--- config.mk ---
export PLATFORM = sky130hd
export DESIGN_NAME = spi_transmit_flat
export DESIGN_NICKNAME = d
export VERILOG_FILES = /design/src/rtl/spi_transmit_if.sv /design/src/rtl/spi_transmit.sv /design/src/flat_wrapper.sv
export SDC_FILE = /design/constraint.sdc
export NUM_CORES = 1
export LEC_CHECK = 0
export CAP_MARGIN = 20
export CORE_UTILIZATION = 47
export DETAILED_ROUTE_END_ITERATION = 8
export HOLD_SLACK_MARGIN = 0.06
export PLACE_DENSITY = 0.79
export SETUP_SLACK_MARGIN = 0.05
export SLEW_MARGIN = 15
export SYNTH_ARGS = -nofsm -noshare
export SYNTH_HDL_FRONTEND = slang
export SYNTH_SLANG_ARGS = --single-unit
--- constraint.sdc ---
create_clock -name i_clk -period 2.02 [get_ports i_clk]
set_clock_uncertainty 0.05 [all_clocks]
set_input_delay 0.404 -clock i_clk [delete_from_list [all_inputs] [get_ports i_clk]]
set_output_delay 0.404 -clock i_clk [all_outputs]
set_load 0.02 [all_outputs]
--- src/rtl/spi_transmit_if.sv ---
// Bundles the user start/done handshake and the shared DAC serial lines of the
// dual-channel SPI transmitter.
interface spi_transmit_if #(
    parameter int DATA_W = 12
);
    logic [DATA_W-1:0] data1;
    logic [DATA_W-1:0] data2;
    logic              start;
    logic              done;
    logic              busy;
    logic              sdata1;
    logic              sdata2;
    logic              sclk;
    logic              ncs;

    modport master (
        output data1, data2, start,
        input  done, busy, sdata1, sdata2, sclk, ncs
    );

    modport slave (
        input  data1, data2, start,
        output done, busy, sdata1, sdata2, sclk, ncs
    );
endinterface

--- src/rtl/spi_transmit.sv ---
// Dual-channel SPI transmitter for a pair of 12-bit DACs: two {2'b00,PD_MODE,data}
// frames shifted MSB first on a shared sclk (idle high) and active-low ncs.
module spi_transmit #(
    parameter int         CLK_DIV = 2,
    parameter int         DATA_W  = 12,
    parameter logic [1:0] PD_MODE = 2'b00
) (
    input logic           i_clk,
    input logic           i_rst,
    spi_transmit_if.slave bus
);
    localparam int FRAME_W = DATA_W + 4;
    localparam int CNT_W   = (CLK_DIV > 1) ? $clog2(CLK_DIV) : 1;
    localparam int BIT_W   = $clog2(FRAME_W);
    localparam logic [CNT_W-1:0] HALF_LAST = CNT_W'(CLK_DIV - 1);
    localparam logic [BIT_W-1:0] BIT_LAST  = BIT_W'(FRAME_W - 1);

    typedef enum logic [1:0] {
        S_IDLE,
        S_SHIFT,
        S_END
    } state_t;

    state_t             r_state;
    logic [CNT_W-1:0]   r_cnt;
    logic [BIT_W-1:0]   r_bit;
    logic [FRAME_W-1:0] r_shift1;
    logic [FRAME_W-1:0] r_shift2;
    logic               r_sdata1;
    logic               r_sdata2;
    logic               r_sclk;
    logic               r_ncs;
    logic               r_busy;
    logic               r_done;

    state_t             w_state;
    logic [CNT_W-1:0]   w_cnt;
    logic [BIT_W-1:0]   w_bit;
    logic [FRAME_W-1:0] w_shift1;
    logic [FRAME_W-1:0] w_shift2;
    logic               w_sdata1;
    logic               w_sdata2;
    logic               w_sclk;
    logic               w_ncs;
    logic               w_busy;
    logic               w_done;

    logic [FRAME_W-1:0] w_frame1;
    logic [FRAME_W-1:0] w_frame2;
    logic               w_halfDone;

    assign w_frame1   = {2'b00, PD_MODE, bus.data1};
    assign w_frame2   = {2'b00, PD_MODE, bus.data2};
    assign w_halfDone = (r_cnt == HALF_LAST);

    always_ff @(posedge i_clk) begin
        if (i_rst) begin
            r_state  <= S_IDLE;
            r_cnt    <= '0;
            r_bit    <= '0;
            r_shift1 <= '0;
            r_shift2 <= '0;
            r_sdata1 <= 1'b0;
            r_sdata2 <= 1'b0;
            r_sclk   <= 1'b1;
            r_ncs    <= 1'b1;
            r_busy   <= 1'b0;
            r_done   <= 1'b0;
        end else begin
            r_state  <= w_state;
            r_cnt    <= w_cnt;
            r_bit    <= w_bit;
            r_shift1 <= w_shift1;
            r_shift2 <= w_shift2;
            r_sdata1 <= w_sdata1;
            r_sdata2 <= w_sdata2;
            r_sclk   <= w_sclk;
            r_ncs    <= w_ncs;
            r_busy   <= w_busy;
            r_done   <= w_done;
        end
    end

    // Data moves only on sclk rising edges, so it is stable CLK_DIV cycles around each falling edge.
    always_comb begin
        w_state  = r_state;
        w_cnt    = r_cnt;
        w_bit    = r_bit;
        w_shift1 = r_shift1;
        w_shift2 = r_shift2;
        w_sdata1 = r_sdata1;
        w_sdata2 = r_sdata2;
        w_sclk   = r_sclk;
        w_ncs    = r_ncs;
        w_busy   = r_busy;
        w_done   = 1'b0;

        case (r_state)
            S_IDLE: begin
                w_busy = 1'b0;
                if (bus.start) begin
                    w_state  = S_SHIFT;
                    w_shift1 = w_frame1;
                    w_shift2 = w_frame2;
                    w_sdata1 = w_frame1[FRAME_W-1];
                    w_sdata2 = w_frame2[FRAME_W-1];
                    w_sclk   = 1'b1;
                    w_ncs    = 1'b0;
                    w_busy   = 1'b1;
                    w_cnt    = '0;
                    w_bit    = '0;
                end
            end
            S_SHIFT: begin
                if (!w_halfDone) begin
                    w_cnt = r_cnt + 1'b1;
                end else begin
                    w_cnt = '0;
                    if (r_sclk) begin
                        w_sclk = 1'b0;
                    end else if (r_bit == BIT_LAST) begin
                        w_state  = S_END;
                        w_sclk   = 1'b1;
                        w_ncs    = 1'b1;
                        w_sdata1 = 1'b0;
                        w_sdata2 = 1'b0;
                    end else begin
                        w_sclk   = 1'b1;
                        w_shift1 = r_shift1 << 1;
                        w_shift2 = r_shift2 << 1;
                        w_sdata1 = r_shift1[FRAME_W-2];
                        w_sdata2 = r_shift2[FRAME_W-2];
                        w_bit    = r_bit + 1'b1;
                    end
                end
            end
            S_END: begin
                if (!w_halfDone) begin
                    w_cnt = r_cnt + 1'b1;
                end else begin
                    w_cnt   = '0;
                    w_state = S_IDLE;
                    w_done  = 1'b1;
                    w_busy  = 1'b0;
                end
            end
            default: begin
                w_state = S_IDLE;
            end
        endcase
    end

    assign bus.sdata1 = r_sdata1;
    assign bus.sdata2 = r_sdata2;
    assign bus.sclk   = r_sclk;
    assign bus.ncs    = r_ncs;
    assign bus.busy   = r_busy;
    assign bus.done   = r_done;
endmodule
--- src/flat_wrapper.sv ---
// flat-port wrapper written by rule: the top's interface ports become plain ports
module spi_transmit_flat 
#(
    parameter int         CLK_DIV = 2,
    parameter int         DATA_W  = 12,
    parameter logic [1:0] PD_MODE = 2'b00
)
  (i_clk, i_rst, bus_data1, bus_data2, bus_start, bus_done, bus_busy, bus_sdata1, bus_sdata2, bus_sclk, bus_ncs);
  spi_transmit_if #(.DATA_W(DATA_W)) bus_i ();
  input logic i_clk;
  input logic i_rst;
  input wire logic [$bits(bus_i.data1)-1:0] bus_data1;
  input wire logic [$bits(bus_i.data2)-1:0] bus_data2;
  input wire logic [$bits(bus_i.start)-1:0] bus_start;
  output wire logic [$bits(bus_i.done)-1:0] bus_done;
  output wire logic [$bits(bus_i.busy)-1:0] bus_busy;
  output wire logic [$bits(bus_i.sdata1)-1:0] bus_sdata1;
  output wire logic [$bits(bus_i.sdata2)-1:0] bus_sdata2;
  output wire logic [$bits(bus_i.sclk)-1:0] bus_sclk;
  output wire logic [$bits(bus_i.ncs)-1:0] bus_ncs;
  assign bus_i.data1 = bus_data1;
  assign bus_i.data2 = bus_data2;
  assign bus_i.start = bus_start;
  assign bus_done = bus_i.done;
  assign bus_busy = bus_i.busy;
  assign bus_sdata1 = bus_i.sdata1;
  assign bus_sdata2 = bus_i.sdata2;
  assign bus_sclk = bus_i.sclk;
  assign bus_ncs = bus_i.ncs;
  spi_transmit #(.CLK_DIV(CLK_DIV), .DATA_W(DATA_W), .PD_MODE(PD_MODE)) u_core (.i_clk(i_clk), .i_rst(i_rst), .bus(bus_i));
endmodule
# Word-level counts from Yosys, hierarchy flattened
# Index checks and enable logic that the tools add are counted.
[word_totals]
regBits = 43
inputBits = 27
output_inout_bits = 6
word_cells = 80
[classes]
n_addsub = 2
eq_ne = 9
n_mux = 44
bitwise_logic = 1
reduce_logical = 13
[ops]
columns = ["cell", "n"]
rows = [
  ["15-bit 2-to-1 mux", 8],
  ["15-bit one-hot mux with 2 select lines", 2],
  ["1-bit 2-to-1 mux", 17],
  ["4-bit 2-to-1 mux", 4],
  ["5-bit AND reduction", 3],
  ["1-bit one-hot mux with 2 select lines", 6],
  ["2-bit 2-to-1 mux", 5],
  ["4-bit one-hot mux with 2 select lines", 1],
  ["2-bit by 1-bit != test with 1-bit output (second input constant)", 3],
  ["2-bit != test (second input constant)", 3],
  ["2-bit one-hot mux with 3 select lines", 1],
  ["2-bit nonzero test", 3],
  ["4-bit by 1-bit adder with 4-bit output (second input constant)", 1],
  ["4-bit == test (second input constant)", 1],
  ["2-bit AND reduction", 2],
  ["4-bit AND reduction", 1],
  ["2-bit OR reduction", 2],
  ["3-bit AND reduction", 1],
  ["2-bit by 1-bit == test with 1-bit output (second input constant)", 1],
  ["2-bit == test (second input constant)", 1],
  ["2-bit zero test", 1],
  ["1-bit adder (second input constant)", 1],
  ["1-bit NOT", 1],
]

# Logic depth before layout (Yosys ltp)
# Gate-level depths: netlist of run 1.
[depth]
ltp_word = 5
mapped_depth = 8
ltp_nobuf = 6

# Least setup slack after synthesis of run 1
# Ideal clock, no wire load.
[synth_timing]
path_kind = "register to register"
startpoint = "register u_core.r_state[0]"
endpoint = "register u_core.r_bit[1]"
setup_time_ns = 0.095
arrival_ns = 1.898
required_time_ns = 1.875
slack_ns = -0.023
path_stages_with_launch = 7
path_buffers = 0
period_less_slack_ns = 2.043
cell_sequence = "dfxtp_1 -> inv_1 -> ha_1 -> mux2i_1 -> or3_1 -> or4_1 -> o311ai_1"
[synth_via]
elab_chain_len = 3
word_cells_on_any_way = 9
cone_classes = "eq/ne: 5; mux: 1; reduce/logical: 3"
[synth_lines]
columns = ["item", "line_no", "source"]
rows = [
  ["start, declared", "spi_transmit.sv:24", "state_t r_state;"],
  ["start signal, assigned", "spi_transmit.sv:70", "r_state <= w_state;"],
  ["2-bit by 1-bit == test with 1-bit output or 2-bit zero test (tied branches)", "spi_transmit.sv:98", "case (r_state)"],
  ["2-bit != test (no line) (tied with other cells)", "-", ""],
  ["5-bit AND reduction (no line)", "-", ""],
  ["end signal, assigned", "spi_transmit.sv:72", "r_bit <= w_bit;"],
  ["end, declared", "spi_transmit.sv:26", "logic [BIT_W-1:0] r_bit;"],
]
# Several ways; a longest one is shown, not always the timed one.
# A chain may end at the register's enable or synchronous reset.

# Worst setup path in the final report of run 1
[layout_timing]
startpoint = "input port bus_start"
endpoint = "register u_core.r_shift2[13]"
[layout_via]
elab_chain_len = 2
[layout_lines]
columns = ["item", "line_no", "source"]
rows = [
  ["start, declared", "flat_wrapper.sv:14", "input wire logic [$bits(bus_i.start)-1:0] bus_start;"],
  ["2-bit != test (no line)", "-", ""],
  ["5-bit AND reduction (no line)", "-", ""],
  ["end signal, assigned", "spi_transmit.sv:74", "r_shift2 <= w_shift2;"],
  ["end, declared", "spi_transmit.sv:28", "logic [FRAME_W-1:0] r_shift2;"],
]
# No other way between the ends.

==> results.tsv, run 1 <==
stage	metric	value	unit
placed_design	dpl.cell_count	302	
clock_network	clkTransAtPathRegs	0.08	ns
status	status	complete, no violations	
routing	dr.pass1.iters	4	
timing	hold_viol_final	0	
global_routing	grt_util_all_layers	20.50	%
critical_path	cpLargestDelayFamily	buffers and inverters	
placed_design	dp_hpwl	2.670	mm
floorplan	design.core.area	4029	um^2
routing	drt_iter0_markers	111	
placed_design	dpl_cell_area	2450	um^2
floorplan	io-pin-count	33	
synthesis	synth_ff_type	dfxtp_1	
timing	setup_violations	0	
clock_network	h-tree-depth	2	
critical_path	worstPathCellList	clkdlybuf4s50_1 -> mux2i_2 -> buf_4 -> a2111oi_4 -> buf_6 -> bufbuf_16 -> nand3_1 -> a21oi_2	
final_layout	final_cell_count_no_fill	322	
routing	routedWlPerCell	14.48	um
critical_path	cp_slowest_cell	clkdlybuf4s50_1	
floorplan	start_util	49.60	%
routing	num_vias	1769	
critical_path	cpPeakStageDelay	0.53	ns
clock_network	cts_sinks	43	
synthesis	synthTopCellsByArea	dfxtp_1, mux2i_1, a211oi_1, nor2_1, a21oi_1	
final_layout	nNetsFinal	304	
routing	drc	0	
critical_path	crit_path_end_kind	flop	
timing	maxSlewHeadroom	76.54	%
clock_network	numCtsBuffers	5	
timing	finalSetupTns	0	ns
run	cap_violations	0	
timing	fmax	511.1	MHz
timing	rsz0062_at_grt	true	
clock_network	cts-root-buf	clkbuf_8	
clock_network	clk_latency	0.30	ns
clock_network	cts.path.max_buffers	2	
synthesis	yosysTopAreaCellShare	43.08	%
timing	fin_ws	0.06356	ns
synthesis	synthArstFlopShare	0	%
critical_path	critPathBufInv	4	
power_and_ir_drop	power	3.425	mW
timing	finalMaxSlewViolations	0	
hold_path	worstHoldPathType	reg2reg	
routing	ant_nets	0	
synthesis	syn_inst	223	
placed_design	port_buffers	32	
final_layout	final_area	2740	um^2
final_layout	layout-drive-gt1-share	18.38	%
final_layout	n_antenna_cell	0	
final_layout	area_growth	37.13	%
timing	period_share	96.85	%
placed_design	gp_congestion	0.8043	
floorplan	die_x	67.20	um
routing	postRouteWirelength	4.663	mm
synthesis	ys_warn_count	0	
critical_path	cp.required	2.21	ns
critical_path	crit_fanout	8	
clock_network	cts_tree	done	
synthesis	ys_seq_area_share	43.08	%
timing	worst_pin_slew	0.3519	ns
synthesis	synth_fp_nets	256	
power_and_ir_drop	vdd_ir_drop_max	571.9	uV
routing	vias_per_cell	5.494	
global_routing	grt.overflow.total	0	
power_and_ir_drop	p_per_area	1250	nW/um^2
critical_path	crit_arrival	2.14	ns
placed_design	place_ws	-0.1260	ns
global_routing	antenna_found_initial	0	
global_routing	grt_pass1_wl	6.906	mm
synthesis	synth_cell_types	31	
synthesis	synth_edf_count	0	
synthesis	ys_ff_latch	43	
synthesis	syn_area	1998	um^2
synthesis	synthTopCellsByCount	dfxtp_1, nor2_1, a211oi_1	
floorplan	rows	23	
critical_path	start_kind	primary input	
timing	period_minus_slack	1.956	ns
floorplan	dieArea	4516	um^2
synthesis	synth_area_per_cell	8.960	um^2
synthesis	yosysMostFrequentCell	dfxtp_1	
critical_path	crit_type	in2reg	
power_and_ir_drop	leakage	0.9918	nW
global_routing	grt_pass1_vias	1585	
floorplan	die_h	67.20	um
global_routing	grt_max_degree	35	
critical_path	reg2reg_slack	0.07	ns
synthesis	synth_top_cell_by_area	dfxtp_1	
## per-layer routing
layer / part of all wire [%] / vias up / GRT usage [%]
li1: - / 897 / -
met1: 47 / 840 / 25.88
met2: 49 / 26 / 33.13
met3: 3.0 / 6 / 4.054
met4: 1.1 / 0 / 10.11
met5: 0 / - / 0
## path summary, 6_finish.rpt
check                       from                  end  cells past startpoint
max reg2reg    u_core.r_state[0]  u_core.r_shift2[13]                      9
min reg2reg  u_core.r_shift1[13]  u_core.r_shift1[14]                      2
max                    bus_start  u_core.r_shift2[13]                      8
min          u_core.r_shift1[13]  u_core.r_shift1[14]                      2
## tightest hold or removal path, cell delays in order, from the launching register on
cell and delay [ns]:
dfxtp_1 0.32, nand3_1 0.06, a21oi_1 0.05
## stage by stage
stage | hold slack, ns | util [%]
after floorplan | 0.3950 | -
after global placement | 0.4047 | 60.81
after detailed placement | 0.4091 | 60.81
after CTS | 0.4252 | 66.34
after global routing | 0.4463 | 68.01
final | 0.4220 | 68.01
## sequential cells by signal (all words and copies together), names as in the netlist
| signal | cells |
|---|---|
| u_core.r_shift1 | 15 |
| u_core.r_shift2 | 15 |
| u_core.r_bit | 4 |
| u_core.r_state | 2 |
| u_core.bus.busy | 1 |
| u_core.bus.done | 1 |
| u_core.bus.ncs | 1 |
| u_core.bus.sclk | 1 |
| u_core.bus.sdata1 | 1 |
| u_core.bus.sdata2 | 1 |
| u_core.r_cnt | 1 |
## kinds of logic (layout without fill, tap and decap cells)
kind of cell	after synthesis	in the layout	share of synthesized area, %
and+or+nand+nor	76	76	19.35
AOI/OAI and AO/OA	55	55	18.16
DFF	43	43	43.08
muxes	23	23	11.52
buffers and inverters	20	69	4.133
adders and majority gates	6	6	3.757
## layout make-up
class,instances,area (um^2)
tap,50,62.56
timing repair buffer,57,586.8
clock inverter,2,12.51
fill,312,1289
multi-input combinational,160,1125
clock buffer,6,72.57
inverter,4,15.01
sequential,43,865.8
## placed cells by master (no fill, tap or decap), types with 2 or more instances in the layout
cell	n
a211oi_1	24
nand4_1	3
buf_12	2
ha_2	2
o21ai_0	6
clkbuf_8	5
inv_1	2
a21oi_1	16
clkdlybuf4s50_1	32
nand3_1	9
inv_2	2
nand2_1	8
dfxtp_1	41
ha_4	2
nand2b_1	10
and3_1	2
mux2i_1	22
nor2_1	27
nor3_1	2
buf_4	18
buf_6	3
nand3b_1	5
ha_1	2
## report_power, final
part	total (mW)	leakage [nW]	internal, mW	switching, mW
Sequential	1.19	0.353	1.07	0.126
Clock	0.543	0.0412	0.242	0.301
Combinational	1.69	0.597	0.897	0.791
## repair_timing
item                                    in CTS  in global routing
pin swaps                                    2                  5
endpoints found under the setup margin      30                 33
resized for setup                            7                  9
cloned                                       3                  1
hold buffers                                 0                  0
buffers inserted                             7                  1
(Power assumes the default switching activity.)
==> run 2, diff against run 1 <==
--- a/config.mk
+++ b/config.mk
@@ -6,6 +6,7 @@
 export NUM_CORES = 1
 export LEC_CHECK = 0
 export CAP_MARGIN = 20
+export CORE_ASPECT_RATIO = 0.9
 export CORE_UTILIZATION = 47
 export DETAILED_ROUTE_END_ITERATION = 8
 export HOLD_SLACK_MARGIN = 0.06
==> results.tsv, run 2 (synthesized netlist as in run 1, its figures left out) <==
stage	metric	value	unit
global_routing	grt.overflow.total	0	
hold_path	min_delay_path_depth	2	
placed_design	dpl.cell_count	298	
routing	drc	2	
status	violations	DRC	
critical_path	start_kind	flop	
floorplan	dieArea	4516	um^2
routing	routedWlPerCell	15.37	um
power_and_ir_drop	leakage	1.008	nW
floorplan	io-pin-count	33	
critical_path	reg2reg_depth	9	
clock_network	clk_latency	0.30	ns
hold_path	min-delay-start	u_core.r_shift1[13]	
floorplan	die_x	70.73	um
clock_network	cts_sinks	43	
clock_network	h-tree-depth	2	
placed_design	gp_congestion	0.7849	
critical_path	crit_fanout	15	
timing	period_share	99.40	%
global_routing	grt_util_all_layers	18.29	%
hold_path	worstHoldPathType	reg2reg	
routing	vias_per_cell	5.695	
floorplan	rows	22	
timing	period_minus_slack	2.008	ns
routing	postRouteWirelength	4.933	mm
clock_network	clkTransAtPathRegs	0.08	ns
routing	drt_iter0_markers	121	
timing	hold_viol_final	0	
placed_design	dp_hpwl	2.658	mm
run	cap_violations	0	
timing	worst_pin_slew	0.4165	ns
critical_path	worstReg2RegStart	u_core.r_state[1]	
timing	rsz0062_at_grt	true	
timing	finalMaxSlewViolations	0	
final_layout	top_regs	u_core.r_shift1: 15 flops, u_core.r_shift2: 15 flops, u_core.r_bit: 4 flops	
critical_path	reg2reg_slack	0.01	ns
hold_path	whs_endpoint	u_core.r_shift1[14]	
critical_path	r2r-end	u_core.r_shift1[0]	
final_layout	final_cell_mix	dfxtp_1, clkdlybuf4s50_1, nor2_1	
routing	ant_nets	0	
clock_network	cts.path.max_buffers	2	
timing	maxSlewHeadroom	72.23	%
critical_path	crit_path_end_kind	flop	
routing	dr.pass1.iters	6	
power_and_ir_drop	power	3.455	mW
final_layout	final_cell_count_no_fill	321	
global_routing	grt_pass1_wl	6.582	mm
power_and_ir_drop	vdd_ir_drop_max	461.1	uV
global_routing	antenna_found_initial	0	
final_layout	nNetsFinal	305	
final_layout	fillerInstances	310	
floorplan	design.core.area	4074	um^2
final_layout	mostFrequentLayoutCell	dfxtp_1	
final_layout	multi_input_area	1134	um^2
final_layout	n_antenna_cell	0	
final_layout	layout-drive-gt1-share	19.41	%
critical_path	crit_type	reg2reg	
placed_design	port_buffers	32	
clock_network	numCtsBuffers	5	
timing	fmax	498.0	MHz
critical_path	crit_arrival	2.13	ns
floorplan	die_h	63.86	um
floorplan	start_util	49.05	%
critical_path	cp.required	2.15	ns
status	status	finished, violations left	
final_layout	area_growth	38.32	%
timing	setup_violations	0	
global_routing	grt_pass1_vias	1484	
global_routing	grt_max_degree	59	
clock_network	cts_tree	done	
power_and_ir_drop	p_per_area	1250	nW/um^2
final_layout	regArea	865.8	um^2
routing	num_vias	1828	
clock_network	cts-root-buf	clkbuf_8	
[run 2: how the worst max path moves through the flow]
stage	start	end	slack, ns
floorplan	u_core.r_state[1]	u_core.r_shift1[10]	0.06
global placement	bus_start	u_core.r_bit[1]	-0.10
detailed placement	bus_start	u_core.r_bit[1]	-0.14
CTS	u_core.r_state[1]	u_core.r_shift2[5]	0.005
global route	u_core.r_state[1]	u_core.r_shift2[13]	-0.04
finish	u_core.r_state[1]	u_core.r_shift1[0]	0.01
[run 2: report_power, final]
part           total [mW]  internal, mW  switching [mW]
Clock               0.527         0.237           0.291
Sequential           1.20          1.07           0.134
Combinational        1.73         0.900           0.825
Total                3.45          2.21            1.25
[run 2: area by class of cell]
| cell class | count | share of cell area (%) |
|---|---|---|
| multi-input cells | 160 | 41.01 |
| clock buffers | 5 | 2.490 |
| well taps | 48 | 2.173 |
| clock inverters | 3 | 0.5432 |
| flip-flops and latches | 43 | 31.33 |
| repair buffers | 58 | 21.82 |
| inverters | 4 | 0.6338 |
[run 2: routing by layer]
metal  track usage (%)  wire [um]  vias to the layer above
met2             27.04       2267                       46
met1             24.80       2337                      868
met3             4.416        196                       14
li1                  -          -                      900
met4             9.250        131                        0
met5                 0          0                        -
[run 2: repair_timing]
item                                    4_1_cts  5_1_grt
setup buffers                                 0       10
pin swaps                                     0       21
hold buffers                                  0        0
endpoints found under the setup margin       13       34
gates cloned                                  0        5
gates resized for setup                       1       24
[run 2: metrics by stage]
step	worst slack (ns)	hold slack [ns]	setup TNS (ns)	area [um^2]	utilization, %
after global routing	-0.04341	0.4417	-0.3885	2764	67.84
after detailed placement	-0.1357	0.4129	-2.711	2432	59.71
after CTS	0.005107	0.4258	0	2517	61.79
after global placement	-0.1042	0.4060	-1.652	2432	59.71
final	0.01208	0.4164	0	2764	67.84
after floorplan	0.05781	0.3950	0	2013	-
[run 2: critical path: stages, from the launching register on]
cell and delay [ns]:
dfxtp_2 0.36, inv_4 0.06, ha_4 0.16, mux2i_2 0.15, buf_4 0.16, a2111oi_4 0.41, buf_6 0.20, buf_12 0.14
nand2b_1 0.12, a21oi_1 0.07
==> run 3, diff against run 2 <==
--- a/config.mk
+++ b/config.mk
@@ -5,10 +5,11 @@
 export SDC_FILE = /design/constraint.sdc
 export NUM_CORES = 1
 export LEC_CHECK = 0
-export CAP_MARGIN = 20
+export CAP_MARGIN = 40
 export CORE_ASPECT_RATIO = 0.9
 export CORE_UTILIZATION = 47
 export DETAILED_ROUTE_END_ITERATION = 8
+export GPL_ROUTABILITY_DRIVEN = 1
 export HOLD_SLACK_MARGIN = 0.06
 export PLACE_DENSITY = 0.79
 export SETUP_SLACK_MARGIN = 0.05
==> results of run 3 <==
The final DEF is identical to that of run 2; final timing and power are the same.
==> patch 1: new RTL, settings of run 2 <==
Take the reset off `r_shift1` and load it in a clocked block of its own.
--- a/src/rtl/spi_transmit.sv
+++ b/src/rtl/spi_transmit.sv
@@ -58,7 +58,6 @@
             r_state  <= S_IDLE;
             r_cnt    <= '0;
             r_bit    <= '0;
-            r_shift1 <= '0;
             r_shift2 <= '0;
             r_sdata1 <= 1'b0;
             r_sdata2 <= 1'b0;
@@ -70,7 +69,6 @@
             r_state  <= w_state;
             r_cnt    <= w_cnt;
             r_bit    <= w_bit;
-            r_shift1 <= w_shift1;
             r_shift2 <= w_shift2;
             r_sdata1 <= w_sdata1;
             r_sdata2 <= w_sdata2;
@@ -79,6 +77,10 @@
             r_busy   <= w_busy;
             r_done   <= w_done;
         end
+    end
+
+    always_ff @(posedge i_clk) begin
+        r_shift1 <= w_shift1;
     end
 
     // Data moves only on sclk rising edges, so it is stable CLK_DIV cycles around each falling edge.
Function: no difference found for any inputs over 10 cycles, from zero or initial values and one cycle with i_rst high; that may be too few to reach the edited logic, so the function may still have changed.
==> patch 1 against run 2 <==
  * The flow still finishes with violations (design-rule violations)
  * Sequential share of layout area rose by 4.4 points
  * Worst setup slack improved by 0.10 ns
  * Synthesized cell count fell by 17%
  * Power rose by 6.5%
  * Synthesized area rose by 1.9%
  * Die area rose by 1.9%
  * Via count fell by 14%
  * Wire length fell by 13%
  * Global-route usage rose by 1.7 points
  * Hold slack improved by 0.0074 ns
  * Final area rose by 2.9%
  * Count of clock-buffer cells in the layout rose by 1
  * Sequential cell count did not move
==> patch 1: results (changes against run 2) <==
{| class="wikitable"
! Metric !! Value
|-
| Run status || finished with violations
|-
| Failing checks || design-rule violations
|-
| Register-to-Register Path Depth || 6 (-3)
|-
| Number of global-route vias before repair || 1485 (+0.067%)
|-
| Number of placed cells counting well taps || 269 (-9.7%)
|-
| Total half-perimeter wirelength after legalization and detailed placement || 2.38 mm (-11%)
|-
| Nets in the synthesized netlist || 217 (-15%)
|-
| Leading post-synthesis cells by cell area || sky130_fd_sc_hd__dfxtp_1 28%, sky130_fd_sc_hd__edfxtp_1 22%, sky130_fd_sc_hd__mux2i_1 6.9%, sky130_fd_sc_hd__a211oi_2 6.8%, sky130_fd_sc_hd__mux2_2 6.1%
|-
| Destination of the worst register-to-register timing path || u_core.r_shift1[10]
|-
| Worst IR Drop VDD || 0.660 mV (+43%)
|-
| RePlAce Congestion || 0.771 (-1.7%)
|-
| Count of flip-flops with a built-in enable after synthesis || 15 (+15)
|-
| Clock latency on the worst-skew pair || 0.30 ns (about the same)
|-
| Pin count of the biggest net entering global routing || 32 (-46%)
|-
| Register-to-register setup slack || 0.11 ns (+0.10 ns)
|-
| Relative slew slack || 75.9% (+3.6 points)
|-
| Fraction of final layout cells sized beyond drive strength 1 || 28.1% (+8.7 points)
|-
| First-pass GRT wire length || 6.97 mm (+5.9%)
|-
| Total wirelength of the detailed-routed design || 4.31 mm (-13%)
|-
| Startpoint of the tightest hold check path || u_core.bus.sdata1
|-
| Compound-Gate Fraction of Synth Area || 15.3% (-2.9 points)
|-
| Arithmetic-cell share of the synthesized area counting full adders, half adders and majority gates || 3.69% (-0.072 points)
|-
| Post-DP Area || 2500 um2 (+2.9%)
|-
| Maximum fanout count along the critical path || 6 (-9)
|-
| Cell types with the highest counts after synthesis || 28 x sky130_fd_sc_hd__dfxtp_1, 20 x sky130_fd_sc_hd__nor2_1, 15 x sky130_fd_sc_hd__edfxtp_1
|-
| Post-route worst hold slack || 0.424 ns (+0.00736 ns)
|-
| Endpoint of the worst hold path || u_core.bus.sdata1
|-
| Vias per std cell || 5.44 (-4.5%)
|-
| Number of instances in the synthesized netlist || 184 (-17%)
|-
| DRC Markers || 5 (+3)
|-
| Startpoint of the worst-slack reg-to-reg timing path || u_core.r_state[0]
|-
| Wire per inst || 14.8 um (-3.4%)
|-
| Worst EP arrival || 1.89 ns (-0.24 ns)
|-
| Number of buffers inserted during clock tree synthesis || 5 (unchanged)
|-
| All-layer global routing usage || 20.0% (+1.7 points)
|-
| Top Registers || u_core.r_shift1 x15, u_core.r_shift2 x15, u_core.r_bit x4
|-
| Share of synthesized area occupied by flip-flops and latches || 49.6% (+6.6 points)
|-
| Iter 0 DRT Violations || 93 (-23%)
|-
| Number of H-tree levels || 2 (unchanged)
|-
| Static power due to leakage || 1.05 nW (+3.9%)
|-
| Mux share of post-synthesis cell area || 13.0% (+1.4 points)
|-
| Yosys synthesis warning count || 0 (unchanged)
|}
-- patch 1: cell types whose count changed after synthesis, moves of 6 or more --
cell	before	now
sky130_fd_sc_hd__edfxtp_1	0	15
sky130_fd_sc_hd__a211oi_1	24	3
sky130_fd_sc_hd__a21oi_1	17	11
sky130_fd_sc_hd__mux2i_1	23	14
sky130_fd_sc_hd__clkbuf_1	10	4
sky130_fd_sc_hd__mux2_2	0	11
sky130_fd_sc_hd__dfxtp_1	43	28
sky130_fd_sc_hd__a211oi_2	0	11
sky130_fd_sc_hd__nor2_1	27	20
-- patch 1: worst max path at each step --
stage                 startpoint                   to  depth (start not counted)
3_3_place_gp           bus_start   u_core.r_shift2[8]                          7
5_1_grt        u_core.r_state[0]  u_core.r_shift1[10]                          6
2_1_floorplan  u_core.r_state[1]   u_core.r_shift1[0]                          5
6_report       u_core.r_state[0]  u_core.r_shift1[10]                          6
4_1_cts        u_core.r_state[0]   u_core.r_shift1[5]                          7
3_5_place_dp           bus_start   u_core.r_shift2[7]                          7
-- patch 1: layer usage --
layer / global-route usage [%] / share of wire, %
met1: 26.0 / 47
met2: 31.1 / 48
met3: 6.38 / 3.5
met4: 7.75 / 1.5
met5: 0 / 0
-- patch 1: cell type report --
cell class	count	area, um2
Clock buffer	6	72.6
Clock inverter	2	60.1
Fill cell	319	1280
Inverter	4	15.0
Multi-Input combinational cell	126	986
Sequential cell	43	1020
Tap cell	48	60.1
Timing Repair Buffer	61	634
-- patch 1: cells by family after synthesis --
group | after synthesis
fa+ha+maj | 6
buf+inv | 15
mux | 25
flops | 43
compound gates | 37
simple gates | 58
-- patch 1: what timing repair did --
| item | 4_1_cts | 5_1_grt |
|---|---|---|
| pin swaps | 2 | 1 |
| endpoints found under the setup margin | 11 | 32 |
| buffers inserted | 6 | 2 |
| resized for setup | 7 | 5 |
| gates cloned | 3 | 2 |
-- patch 1: worst max-delay path: stages, from the launching register on --
cell and delay, ns:
sky130_fd_sc_hd__dfxtp_4 0.36, sky130_fd_sc_hd__buf_4 0.14, sky130_fd_sc_hd__ha_4 0.17, sky130_fd_sc_hd__nor2b_4 0.14, sky130_fd_sc_hd__a2111oi_4 0.34, sky130_fd_sc_hd__buf_4 0.18
sky130_fd_sc_hd__bufbuf_16 0.25
-- patch 1: stage by stage --
step	total power (W)	utilization, %	setup WS [ns]
after detailed placement	0.00249	60.6	-0.0558
after global placement	0.00246	60.6	-0.00940
after floorplan	0.00211	-	0.0983
final	0.00368	68.9	0.112
after CTS	0.00350	66.7	0.0570
after global routing	0.00388	68.9	0.0517
-- patch 1: power by group --
part / internal [W] / switching (W)
logic: 0.000891 / 0.000726
clock network: 0.000494 / 0.000299
registers: 0.00117 / 0.0000994
==> patch 2: new RTL, settings of run 2 <==
Without the edit above. `DATA_W` is set to 12 in 3 places; all go to 6.
--- a/src/rtl/spi_transmit_if.sv
+++ b/src/rtl/spi_transmit_if.sv
@@ -1,7 +1,7 @@
 // Bundles the user start/done handshake and the shared DAC serial lines of the
 // dual-channel SPI transmitter.
 interface spi_transmit_if #(
-    parameter int DATA_W = 12
+    parameter int DATA_W = 6
 );
     logic [DATA_W-1:0] data1;
     logic [DATA_W-1:0] data2;
--- a/src/rtl/spi_transmit.sv
+++ b/src/rtl/spi_transmit.sv
@@ -2,7 +2,7 @@
 // frames shifted MSB first on a shared sclk (idle high) and active-low ncs.
 module spi_transmit #(
     parameter int         CLK_DIV = 2,
-    parameter int         DATA_W  = 12,
+    parameter int         DATA_W  = 6,
     parameter logic [1:0] PD_MODE = 2'b00
 ) (
     input logic           i_clk,
--- a/src/flat_wrapper.sv
+++ b/src/flat_wrapper.sv
@@ -2,7 +2,7 @@
 module spi_transmit_flat 
 #(
     parameter int         CLK_DIV = 2,
-    parameter int         DATA_W  = 12,
+    parameter int         DATA_W  = 6,
     parameter logic [1:0] PD_MODE = 2'b00
 )
   (i_clk, i_rst, bus_data1, bus_data2, bus_start, bus_done, bus_busy, bus_sdata1, bus_sdata2, bus_sclk, bus_ncs);
Ports: changed (resized bus_data1 and bus_data2); port bits go from 33 to 21. No check against the original RTL was run, so the function may have changed too.
==> patch 2 against run 2 <==
  * Sequential power fell by 24%
  * Combinational power fell by 28%
  * Via count fell by 28%
  * Clock power fell by 17%
  * Worst setup slack improved by 0.11 ns
  * Synthesized cell count fell by 24%
  * Final area fell by 29%
  * Global-route usage rose by 2.0 points
  * Sequential cell count fell by 12
  * Synthesized area fell by 19%
  * Wire length fell by 27%
  * Power fell by 25%
==> patch 2: results (changes against run 2) <==
{| class="wikitable"
! Metric !! Value
|-
| Run status || finished clean
|-
| Largest incremental delay on the critical path || 0.53 ns (+0.12 ns)
|-
| Layout multi-input combinational cell count || 120 (-25%)
|-
| Combinational cell fraction of total power || 47.8% (-2.2 points)
|-
| Transition time at the pin with the least slew margin || 0.314 ns (-0.103 ns)
|-
| Gate family responsible for the most delay along the worst path || simple AND/OR/NAND/NOR gates
|-
| Final Net Count || 214 (-30%)
|-
| FILL cells || 256 (-17%)
|-
| Cell types with the highest counts after synthesis || 31 x sky130_fd_sc_hd__dfxtp_1, 16 x sky130_fd_sc_hd__nand2_1, 14 x sky130_fd_sc_hd__a21oi_1
|-
| Pin count of the biggest net entering global routing || 33 (-44%)
|-
| Switching Share || 38.7% (+2.5 points)
|-
| Clock latency on the worst-skew pair || 0.28 ns (-0.02 ns)
|-
| Iter 0 DRT Violations || 34 (-72%)
|-
| First-pass GRT wire length || 5.58 mm (-15%)
|-
| Share of cell area taken by flip-flops and latches || 31.7% (+0.33 points)
|-
| Register-to-register setup slack || 0.13 ns (+0.11 ns)
|-
| Number of detailed-routing iterations run before antenna repair || 4 (-2)
|-
| Total of buffers placed on input and output ports || 20 (-38%)
|-
| Reg clk slew, reported paths || 0.06 ns (-0.02 ns)
|-
| Top Registers || u_core.r_shift1 x9, u_core.r_shift2 x9, u_core.r_bit x4
|-
| Destination of the worst register-to-register timing path || u_core.r_bit[3]
|-
| Signal buf overhead || 14.8% (-7.0 points)
|-
| Count of inverters other than clock inverters in the layout || 6 (+2)
|-
| Detailed route wirelength on metal3 || 203 um (+3.6%)
|-
| Clock share of power || 16.9% (+1.6 points)
|-
| Number of distinct library cells after synthesis || 34 (+9.7%)
|-
| Static power due to leakage || 0.692 nW (-31%)
|-
| Layout clock area frac || 3.69% (+0.66 points)
|-
| All-layer global routing usage || 20.3% (+2.0 points)
|-
| Endpoint of the worst hold path || u_core.r_shift1[8]
|-
| Total routed wire length on the met1 layer || 1.57 mm (-33%)
|-
| Clock group power || 0.000437 W (-17%)
|-
| Area of the core || 3160 um2 (-22%)
|-
| FF+latch count || 31 (-28%)
|-
| Worst IR Drop VDD || 0.559 mV (+21%)
|-
| Nets in the synthesized netlist || 191 (-25%)
|-
| Number of signal-net buffers in the layout || 28 (-52%)
|-
| Vias per std cell || 5.65 (-0.74%)
|-
| Fraction of final layout cells sized beyond drive strength 1 || 22.0% (+2.6 points)
|-
| Clock buffers || 6 (+1)
|-
| Total half-perimeter wirelength after legalization and detailed placement || 2.35 mm (-12%)
|-
| Pre-CTS WS || 0.0112 ns (+0.147 ns)
|}
-- patch 2: changes by cell type in the layout (fill, tap and decap cells not counted), sizes merged, moves of 4 or more --
cell,change
buf,-16
a211oi,-14
clkdlybuf4s50,-12
dfxtp,-12
nor2,-12
mux2i,-10
nand2,+8
nand2b,-4
nand4b,+4
-- patch 2: how the worst max path moves through the flow --
| stage | slack, ns | cells past startpoint | start | endpoint |
|---|---|---|---|---|
| CTS | 0.08 | 7 | u_core.r_state[0] | u_core.r_shift1[3] |
| global route | 0.05 | 6 | u_core.r_state[1] | u_core.r_bit[3] |
| global placement | 0.07 | 5 | bus_start | u_core.r_shift1[8] |
| floorplan | 0.27 | 9 | u_core.r_state[1] | u_core.r_bit[2] |
| finish | 0.13 | 6 | u_core.r_state[1] | u_core.r_bit[3] |
| detailed placement | 0.01 | 5 | bus_start | u_core.r_bit[3] |
-- patch 2: through the flow --
| step | hold slack (ns) | utilization, % | cells |
|---|---|---|---|
| CTS | 0.411 | 60.3 | 231 |
| global route | 0.429 | 62.1 | 233 |
| detailed placement | 0.404 | 58.0 | 225 |
| floorplan | 0.382 | - | 169 |
| finish | 0.406 | 62.1 | 233 |
| global placement | 0.391 | 58.0 | 225 |
-- patch 2: repair_timing --
item	4_1_cts	5_1_grt
endpoints found under the setup margin	0	21
resized for setup	0	7
hold endpoints to repair	0	0
buffers inserted	0	1
-- patch 2: cells by family after synthesis --
logic type,Yosys count,share of synthesized area [%]
and+or+nand+nor,65,24.1
buffers and inverters,18,6.90
AOI/OAI and AO/OA,35,17.0
adders and majority gates,7,5.43
muxes,13,8.07
DFF,31,38.5
-- patch 2: metal layers --
layer	vias to the layer above	track usage (%)
li1	637	-
met1	625	22.7
met2	39	34.2
met3	16	7.00
met4	0	10.7
met5	-	0
